## src/rtl/paralelo_serial_ctrl.sv

```systemverilog
// Frame sequencer for an external parallel/serial shift register: start, data LSB-first, [parity], stop.
// Optional even-parity bit is compiled in when PARALELO_SERIAL_PARITY_EN is defined.
module paralelo_serial_ctrl #(
  parameter int NBITS_DATA   = 4,
  parameter int CLKS_PER_BIT = 4
) (
  input  logic                  clk,
  input  logic                  reset,
  input  logic [NBITS_DATA-1:0] s_data,
  input  logic                  s_valid,
  output logic                  s_ready,
  output logic                  reg_sel,
  output logic [NBITS_DATA-1:0] reg_din,
  output logic                  reg_din_serie,
  input  logic [NBITS_DATA-1:0] reg_dout,
  output logic                  ser_out,
  output logic                  busy,
  output logic                  done
);

  localparam int PW = (CLKS_PER_BIT > 1) ? $clog2(CLKS_PER_BIT) : 1;
  localparam int BW = $clog2(NBITS_DATA + 1);
  localparam logic [PW-1:0] PER_LAST = PW'(CLKS_PER_BIT - 1);
  localparam logic [BW-1:0] BIT_LAST = BW'(NBITS_DATA - 1);

  typedef enum logic [2:0] {
    IDLE   = 3'd0,
    START  = 3'd1,
    DATA   = 3'd2,
`ifdef PARALELO_SERIAL_PARITY_EN
    PARITY = 3'd3,
`endif
    STOP   = 3'd4
  } state_t;

  state_t        r_state;
  state_t        w_next;
  logic [PW-1:0] r_per_cnt;
  logic [BW-1:0] r_bit_cnt;
  logic          r_done;
  logic          w_per_last;
  logic          w_accept;

  assign w_per_last    = (r_per_cnt == PER_LAST);
  assign w_accept      = (r_state == IDLE) && s_valid;
  assign reg_din_serie = 1'b0;
  assign done          = r_done;

  always_ff @(posedge clk or negedge reset) begin
    if (!reset) begin
      r_state   <= IDLE;
      r_per_cnt <= '0;
      r_bit_cnt <= '0;
      r_done    <= 1'b0;
    end else begin
      r_state <= w_next;
      r_done  <= (r_state == STOP) && w_per_last;
      if (w_accept) begin
        r_per_cnt <= '0;
        r_bit_cnt <= '0;
      end else if (r_state != IDLE) begin
        r_per_cnt <= w_per_last ? '0 : r_per_cnt + PW'(1);
        if ((r_state == DATA) && w_per_last) begin
          r_bit_cnt <= r_bit_cnt + BW'(1);
        end
      end
    end
  end

`ifdef PARALELO_SERIAL_PARITY_EN
  logic r_parity;

  // Parity is taken from s_data at the handshake, before the register shifts it away.
  always_ff @(posedge clk or negedge reset) begin
    if (!reset) begin
      r_parity <= 1'b0;
    end else if (w_accept) begin
      r_parity <= ^s_data;
    end
  end
`endif

  always_comb begin
    w_next  = r_state;
    s_ready = 1'b0;
    busy    = 1'b1;
    ser_out = 1'b1;
    reg_sel = 1'b0;
    reg_din = reg_dout;
    case (r_state)
      IDLE: begin
        s_ready = 1'b1;
        busy    = 1'b0;
        reg_din = s_data;
        if (s_valid) w_next = START;
      end
      START: begin
        ser_out = 1'b0;
        if (w_per_last) w_next = DATA;
      end
      DATA: begin
        ser_out = reg_dout[0];
        if (w_per_last) begin
          reg_sel = 1'b1;
          if (r_bit_cnt == BIT_LAST) begin
`ifdef PARALELO_SERIAL_PARITY_EN
            w_next = PARITY;
`else
            w_next = STOP;
`endif
          end
        end
      end
`ifdef PARALELO_SERIAL_PARITY_EN
      PARITY: begin
        ser_out = r_parity;
        if (w_per_last) w_next = STOP;
      end
`endif
      STOP: begin
        if (w_per_last) w_next = IDLE;
      end
      default: w_next = IDLE;
    endcase
  end

endmodule

```

## config.mk

```make
export PLATFORM = sky130hd
export DESIGN_NAME = paralelo_serial_ctrl
export DESIGN_NICKNAME = d
export VERILOG_FILES = /design/src/rtl/paralelo_serial_ctrl.sv
export SDC_FILE = /design/constraint.sdc
export NUM_CORES = 1
export LEC_CHECK = 0
export CAP_MARGIN = 0
export CORE_MARGIN = 5
export CORE_UTILIZATION = 42
export DETAILED_ROUTE_END_ITERATION = 7
export PLACE_DENSITY = 0.76
export SLEW_MARGIN = 20
export SYNTH_ARGS = -nofsm -noshare
export SYNTH_HDL_FRONTEND = slang
export SYNTH_SLANG_ARGS = --single-unit
```

## constraint.sdc

```tcl
create_clock -name clk -period 1.7 [get_ports clk]
set_input_delay 0.34 -clock clk [delete_from_list [all_inputs] [get_ports clk]]
set_output_delay 0.34 -clock clk [all_outputs]
set_load 0.05 [all_outputs]
```

; Yosys cells after proc, flatten, opt, wreduce, memory -nomap -nowiden
; Cells that the tools add are included.
[totals]
regBits = 9
[op_classes]
n_addsub = 2
n_eq_ne = 10
n_mux = 18
n_reduce_logical = 9
[op_table]
columns = cell, count
row1 = $mux W3, 8
row2 = $pmux W3 S4, 1
row3 = $ne A2 B2 Y1 const B, 4
row4 = $eq A3 B2 Y1 const B, 2
row5 = $mux W2, 3
row6 = $reduce_and A5 Y1, 1
row7 = $mux W1, 4
row8 = $mux W4, 1
row9 = $reduce_bool A2 Y1, 2
row10 = $add A3 B1 Y3 const B, 1
row11 = $eq A3 B1 Y1 const B, 1
row12 = $eq A3 B3 Y1 const B, 1
row13 = $logic_and A1 B1 Y1, 3
row14 = $logic_not A3 Y1, 1
row15 = $reduce_bool A3 Y1, 1
row16 = $add A2 B1 Y2 const B, 1
row17 = $eq A2 B2 Y1 const B, 1
row18 = $ne A2 B1 Y1 const B, 1
row19 = $pmux W1 S2, 1
row20 = $reduce_and A2 Y1, 1

; Logic depth before layout (Yosys ltp)
; Gate-level depths: netlist (run 1).
[depth]
depth_word = 5
ltp_mapped = 5
ltp_nobuf = 5

; Worst setup path before layout (run 1)
; Ideal clock, no wire load.
[synth_path]
path_kind = register to output
start = reg r_state[1]
end = out reg_din[1]
arrival_ns = 1.547
required_ns = 1.360
slack_ns = -0.187
path_stages_with_launch = 5
cell_sequence = dfrtp_1 > buf_4 > nor3_4 > buf_4 > mux2_1
[synth_between]
elab_chain_len = 2
[synth_lines]
columns = element, line_no
row1 = start: declaration, 36  ; state_t r_state;
row2 = start signal: assignment, 56  ; r_state <= w_next;
row3 = $logic_not A3 Y1, 90  ; case (r_state)
row4 = $mux W4, 90
row5 = end: declaration, 13  ; output logic [NBITS_DATA-1:0] reg_din,
; No other way between the ends.

; Worst setup path after layout (run 1)
[layout_path]
start = reg r_state[0]
end = out reg_din[3]
; The elaborated chain is that of the path after synthesis.

==> results of run 1 <==
## worst max-delay path, stage by stage, from the launching register on
cell and delay [ps]:
dfrtp_1 410, nor3_4 220, buf_12 140, mux2_4 300
buf_6 150
## registers in the layout, indices dropped and copies added (netlist names)
register,flops
r_state,3
done,1
r_bit_cnt,3
r_per_cnt,2
## power by group through the flow
stage                     clock [mW]  combinational (mW)  sequential [mW]
after floorplan                    0               0.694            0.304
after global placement             0               0.955            0.324
after detailed placement           0               0.964            0.327
after CTS                      0.166                1.12            0.317
after global routing           0.178                1.34            0.322
final                          0.160                1.26            0.316
## cells in the final DEF, fill, tap and decap left out, types with 2 or more instances in the layout
cell type,instances
buf_4,11
clkdlybuf4s50_1,10
dfrtp_1,9
mux2_4,5
buf_6,5
nand3b_1,4
a21oi_1,4
buf_12,4
inv_1,3
ha_1,3
clkbuf_4,3
nand2_1,2
mux2i_1,2
## metal layers
metal,track usage,part of all wire,vias up
met4,0.03315,0,0
met3,0.04598,0.11,0
met5,0,0,-
met1,0.1329,0.38,243
li1,-,-,244
met2,0.2112,0.52,18
## worst paths after layout
check,slack [ps],to,startpoint,depth (start not counted)
setup / recovery,-120,reg_din[3],r_state[0],4
hold / removal,380,r_per_cnt[0],reset,1
setup reg to reg,100,r_bit_cnt[2],r_state[2],6
hold reg to reg,580,r_bit_cnt[1],r_bit_cnt[1],2
max in group asynchronous,1030,r_bit_cnt[1],reset,1
min in group clk,580,r_bit_cnt[1],r_bit_cnt[1],2
## logic make-up after synthesis
group                      after synthesis
DFF                                      9
xor gates and xnor gates                 1
AOI/OAI and AO/OA                        8
muxes                                    7
adders and majority gates                4
buffers and inverters                    9
other                                    1
and+or+nand+nor                         14
## what timing repair did
action	in CTS	in global routing
setup buffers	3	4
pin swaps	1	0
gates cloned	0	0
resized for setup	8	6
setup endpoints to repair	8	9
hold buffers	0	0
## metrics by stage
step | setup TNS (ps) | setup WS [ps] | instances | hold WS, ps | total power [mW]
after global routing | -1020 | -173.2 | 98 | 406.0 | 1.838
after floorplan | 0 | 2.098 | 53 | 44.41 | 0.9984
after global placement | 0 | 84.70 | 87 | 522.0 | 1.279
final | -563.3 | -118.1 | 98 | 379.9 | 1.736
after CTS | -604.8 | -124.5 | 94 | 393.5 | 1.602
after detailed placement | 0 | 51.68 | 87 | 524.2 | 1.292
## layout make-up
type / instances / area (um2) / area share
Clock buffer: 3 / 22.52 / 0.02338
Clock inverter: 1 / 5.005 / 0.005195
Inverter: 4 / 15.01 / 0.01558
Multi-Input combinational cell: 35 / 342.8 / 0.3558
Sequential cell: 9 / 225.2 / 0.2338
Tap cell: 15 / 18.77 / 0.01948
Timing Repair Buffer: 31 / 334.1 / 0.3468
==> flow_summary_export.csv, run 1 <==
group,metric,value,unit
pwr,comb_power_share,0.726,
drt,firstDrtPassIters,2,
clock_network,clock_latency,250,ps
global_routing,grt_pass1_wl,1911,um
timing,clock_skew,6.388,ps
global_routing,grt_pass1_vias,494,
drt,drt-initial-drc-count,1,
yosys,async_flop_share,1.000,
clock_network,htree_levels,1,
pwr,max-vdd-ir-drop,0.001076,V
timing,period_share,1.069,
floorplan,start_util,0.4481,
clock_network,cts_buffers,3,
yosys,synth_most_common_cell,"dfrtp_1",
finish,syn_to_final_growth,65.24,%
worst_setup_path,crit_path_end_kind,"primary output",
drt,postRouteAntennaNets,0,
yosys,synth_fa_ha_area_frac,0.08584,
yosys,syn-cell-area,583.1,um2
yosys,synth_area_leaders,"dfrtp_1 39%, ha_1 8.6%, mux2_1 7.7%",
finish,nFillCells,102,
timing,slew_violations,0,
yosys,synth_compound_area_frac,0.08369,
worst_setup_path,worstPathArrival,1480,ps
worst_setup_path,crit_type,"reg2out",
pwr,power.switching,752.3,uW
yosys,ys.flop_type,"dfrtp_1",
drt,route.detailed.drc,0,
timing,finalSetupViolCount,7,
clock_network,cts_root_buffer,"clkbuf_4",
yosys,synth_edf_count,0,
yosys,yosys.area_share.simple,0.1888,
pwr,powerDensity,1802,nW/um2
finish,drive_gt1_frac,0.4578,
clock_network,clk_path_buf_depth,2,
timing,rsz0062_at_grt,"yes",
finish,utilization,0.7404,
global_routing,grt.overflow.total,0,
placement,place.gp.congestion,0.6850,
worst_hold_path,hold_class,"in2async",
yosys,ys_seq_area_frac,0.3863,
yosys,synth_nets,68,
floorplan,die-area,2234,um2
pwr,power.leakage,0.4341,nW
clock_network,cts_num_sinks,9,
yosys,synth_seq_cells,9,
timing,fin_ws,-118.1,ps
clock_network,path_clk_slew,70,ps
worst_setup_path,worstPathMaxFanout,5,
finish,nNetsFinal,99,
yosys,synthDistinctLibCells,26,
worst_setup_path,start_kind,"register",
finish,final_area,963.4,um2
outcome,violations,"negative setup slack",
drt,vias,505,
global_routing,grt_max_degree,10,
drt,drt-total-wl,1310,um
yosys,ys_warn_count,0,
yosys,avgSynthCellArea,11.00,um2
pwr,cellInternalPower,984.2,uW
worst_setup_path,critPathRequiredTime,1360,ps
drt,vias_per_cell,5.153,
yosys,syn-instance-count,53,
pwr,swShare,0.4332,
timing,max_freq,550.0,MHz
floorplan,core,1301,um2
yosys,synth-xor-area-share,0.01502,
timing,layout_min_cycle_time,1818,ps
yosys,muxShareOfSynthArea,0.1373,
placement,dpl_cell_area,810.8,um2
finish,insertedDiodeCount,0,
clock_network,cts_tree,"yes",
floorplan,die_w,47.26,um
yosys,synth_top_area_frac,0.3863,
global_routing,antenna_found_initial,0,
placement,portBuffers,19,
run,cap_violations,0,
floorplan,die_h,47.26,um
pwr,clkPwrFrac,0.092,
pwr,p_seq_frac,0.182,
placement,hpwl,936.1,um
yosys,synth_top_family_by_area,"simple AND/OR/NAND/NOR gates",
outcome,outcome,"finished, violations left",
timing,final-hold-violation-count,0,
global_routing,grt_usage,0.1198,
floorplan,io_pins,21,
floorplan,rows,13,
drt,wire_per_inst,13.37,um
yosys,synth_largest_area_cell,"dfrtp_1",
No activity file was read; power rests on OpenSTA's default activity.
==> run 2, diff against run 1 <==
HOLD_SLACK_MARGIN = 0.1   (was not set)
REMOVE_ABC_BUFFERS = 1   (was not set)
==> flow_summary_export.csv, run 2 (synthesized netlist as in run 1, its figures left out) <==
group,metric,value,unit
clock_network,clock_latency,260,ps
clock_network,cts_buffers,3,
drt,route.detailed.drc,0,
finish,final_common_cell,"clkdlybuf4s50_1",
finish,final_cell_mix,"10 x clkdlybuf4s50_1, 9 x dfrtp_1, 9 x buf_6",
placement,portBuffers,19,
timing,max_freq,530.4,MHz
timing,slew_violations,0,
finish,finalNonFillerCells,98,
drt,drt-total-wl,1541,um
timing,layout_min_cycle_time,1885,ps
timing,rsz0062_at_grt,"yes",
global_routing,grt_pass1_wl,2697,um
timing,holdWs,378.7,ps
pwr,comb_power_share,0.720,
floorplan,die-area,2234,um2
drt,postRouteAntennaNets,0,
clock_network,clk_path_buf_depth,2,
global_routing,grt_pass1_vias,591,
floorplan,start_util,0.4481,
outcome,violations,"negative setup slack",
finish,insertedDiodeCount,0,
pwr,power.switching,789.7,uW
floorplan,die_h,47.26,um
floorplan,io_pins,21,
timing,period_share,1.109,
run,cap_violations,0,
placement,post-place-ws,92.20,ps
pwr,p_seq_frac,0.189,
clock_network,cts_tree,"yes",
pwr,power.leakage,0.4398,nW
worst_setup_path,slowest_stage,"dfrtp_1",
worst_setup_path,critPathTopFamily,"flip-flops",
clock_network,cts_root_buffer,"clkbuf_4",
placement,dpl_cell_area,810.8,um2
global_routing,antenna_found_initial,0,
timing,final-hold-violation-count,0,
drt,firstDrtPassIters,4,
worst_setup_path,crit_buf_inv,1,
placement,place.gp.congestion,0.6524,
global_routing,grt_max_degree,10,
drt,vias,510,
global_routing,grt_usage,0.1798,
pwr,cellInternalPower,988.2,uW
drt,vias_per_cell,5.204,
worst_setup_path,worstPathArrival,1550,ps
worst_setup_path,worstPathMaxFanout,5,
finish,nNetsFinal,99,
pwr,swShare,0.4442,
clock_network,cts_num_sinks,9,
timing,fin_ws,-185.4,ps
worst_setup_path,critPathRequiredTime,1360,ps
pwr,powerDensity,1806,nW/um2
clock_network,path_clk_slew,60,ps
timing,finalSetupViolCount,9,
finish,final_area,984.7,um2
timing,fin_setup_tns,-1243,ps
worst_setup_path,crit_path_end_kind,"primary output",
floorplan,die_w,47.26,um
pwr,max-vdd-ir-drop,0.001187,V
worst_setup_path,path_cells,"nor3_4, mux2_4, buf_6",
drt,drt-initial-drc-count,4,
placement,placed_cells,88,
drt,wire_per_inst,15.72,um
floorplan,rows,13,
outcome,outcome,"finished, violations left",
timing,clock_skew,9.251,ps
clock_network,hold_buffers,0,
worst_setup_path,crit_type,"reg2out",
global_routing,grt.overflow.total,0,
placement,hpwl,981.9,um
worst_setup_path,start_kind,"register",
finish,top_regs,"r_bit_cnt (3), r_state (3), r_per_cnt (2)",
worst_setup_path,critPathMaxStageDelay,420,ps
pwr,clkPwrFrac,0.092,
worst_hold_path,hold_class,"in2async",
floorplan,core,1301,um2
finish,syn_to_final_growth,68.88,%
clock_network,htree_levels,1,
finish,drive_gt1_frac,0.4578,
-- run 2: changes by cell type in the layout (fill, tap and decap cells not counted), sizes merged --
cell,delta
clkbuf,+1
clkinv,-1
-- run 2: stage by stage --
step | util | power (mW)
after floorplan | - | 0.9029
after global placement | 0.6231 | 1.276
after global routing | 0.7567 | 1.876
final | 0.7567 | 1.778
after CTS | 0.7163 | 1.670
after detailed placement | 0.6231 | 1.292
-- run 2: cell type report --
class / count / area, um2
Clock buffer: 4 / 26.28
Fill cell: 91 / 316.6
Inverter: 4 / 15.01
Multi-Input combinational cell: 35 / 362.8
Sequential cell: 9 / 225.2
Tap cell: 15 / 18.77
Timing Repair Buffer: 31 / 336.6
-- run 2: routing by layer --
metal  track usage  wire [um]  up-vias
li1              -          -      241
met1        0.2097        643      243
met2        0.3021        746       22
met3       0.08812        121        4
met4       0.02762         29        0
met5             0          0        -
-- run 2: path summary, 6_finish.rpt --
kind	from	end	slack, ps	cells after the start
worst max-delay path	r_state[0]	reg_din[2]	-190	3
worst min-delay path	reset	r_bit_cnt[0]	380	1
worst max register to register	r_state[0]	r_bit_cnt[2]	-20	7
worst min register to register	r_bit_cnt[0]	r_bit_cnt[0]	570	2
max in group asynchronous	reset	done	1020	1
min in group clk	r_bit_cnt[0]	r_bit_cnt[0]	570	2
-- run 2: repair_timing --
item / CTS / global route
resized for setup: 15 / 8
setup endpoints to repair: 7 / 8
buffers inserted: 5 / 1
pin swaps: 2 / 2
-- run 2: power groups by stage --
stage	Clock [mW]	Sequential [mW]	Combinational (mW)
finish	0.163	0.335	1.28
global route	0.181	0.340	1.36
CTS	0.163	0.324	1.18
detailed placement	0	0.333	0.960
global placement	0	0.329	0.947
floorplan	0	0.352	0.551
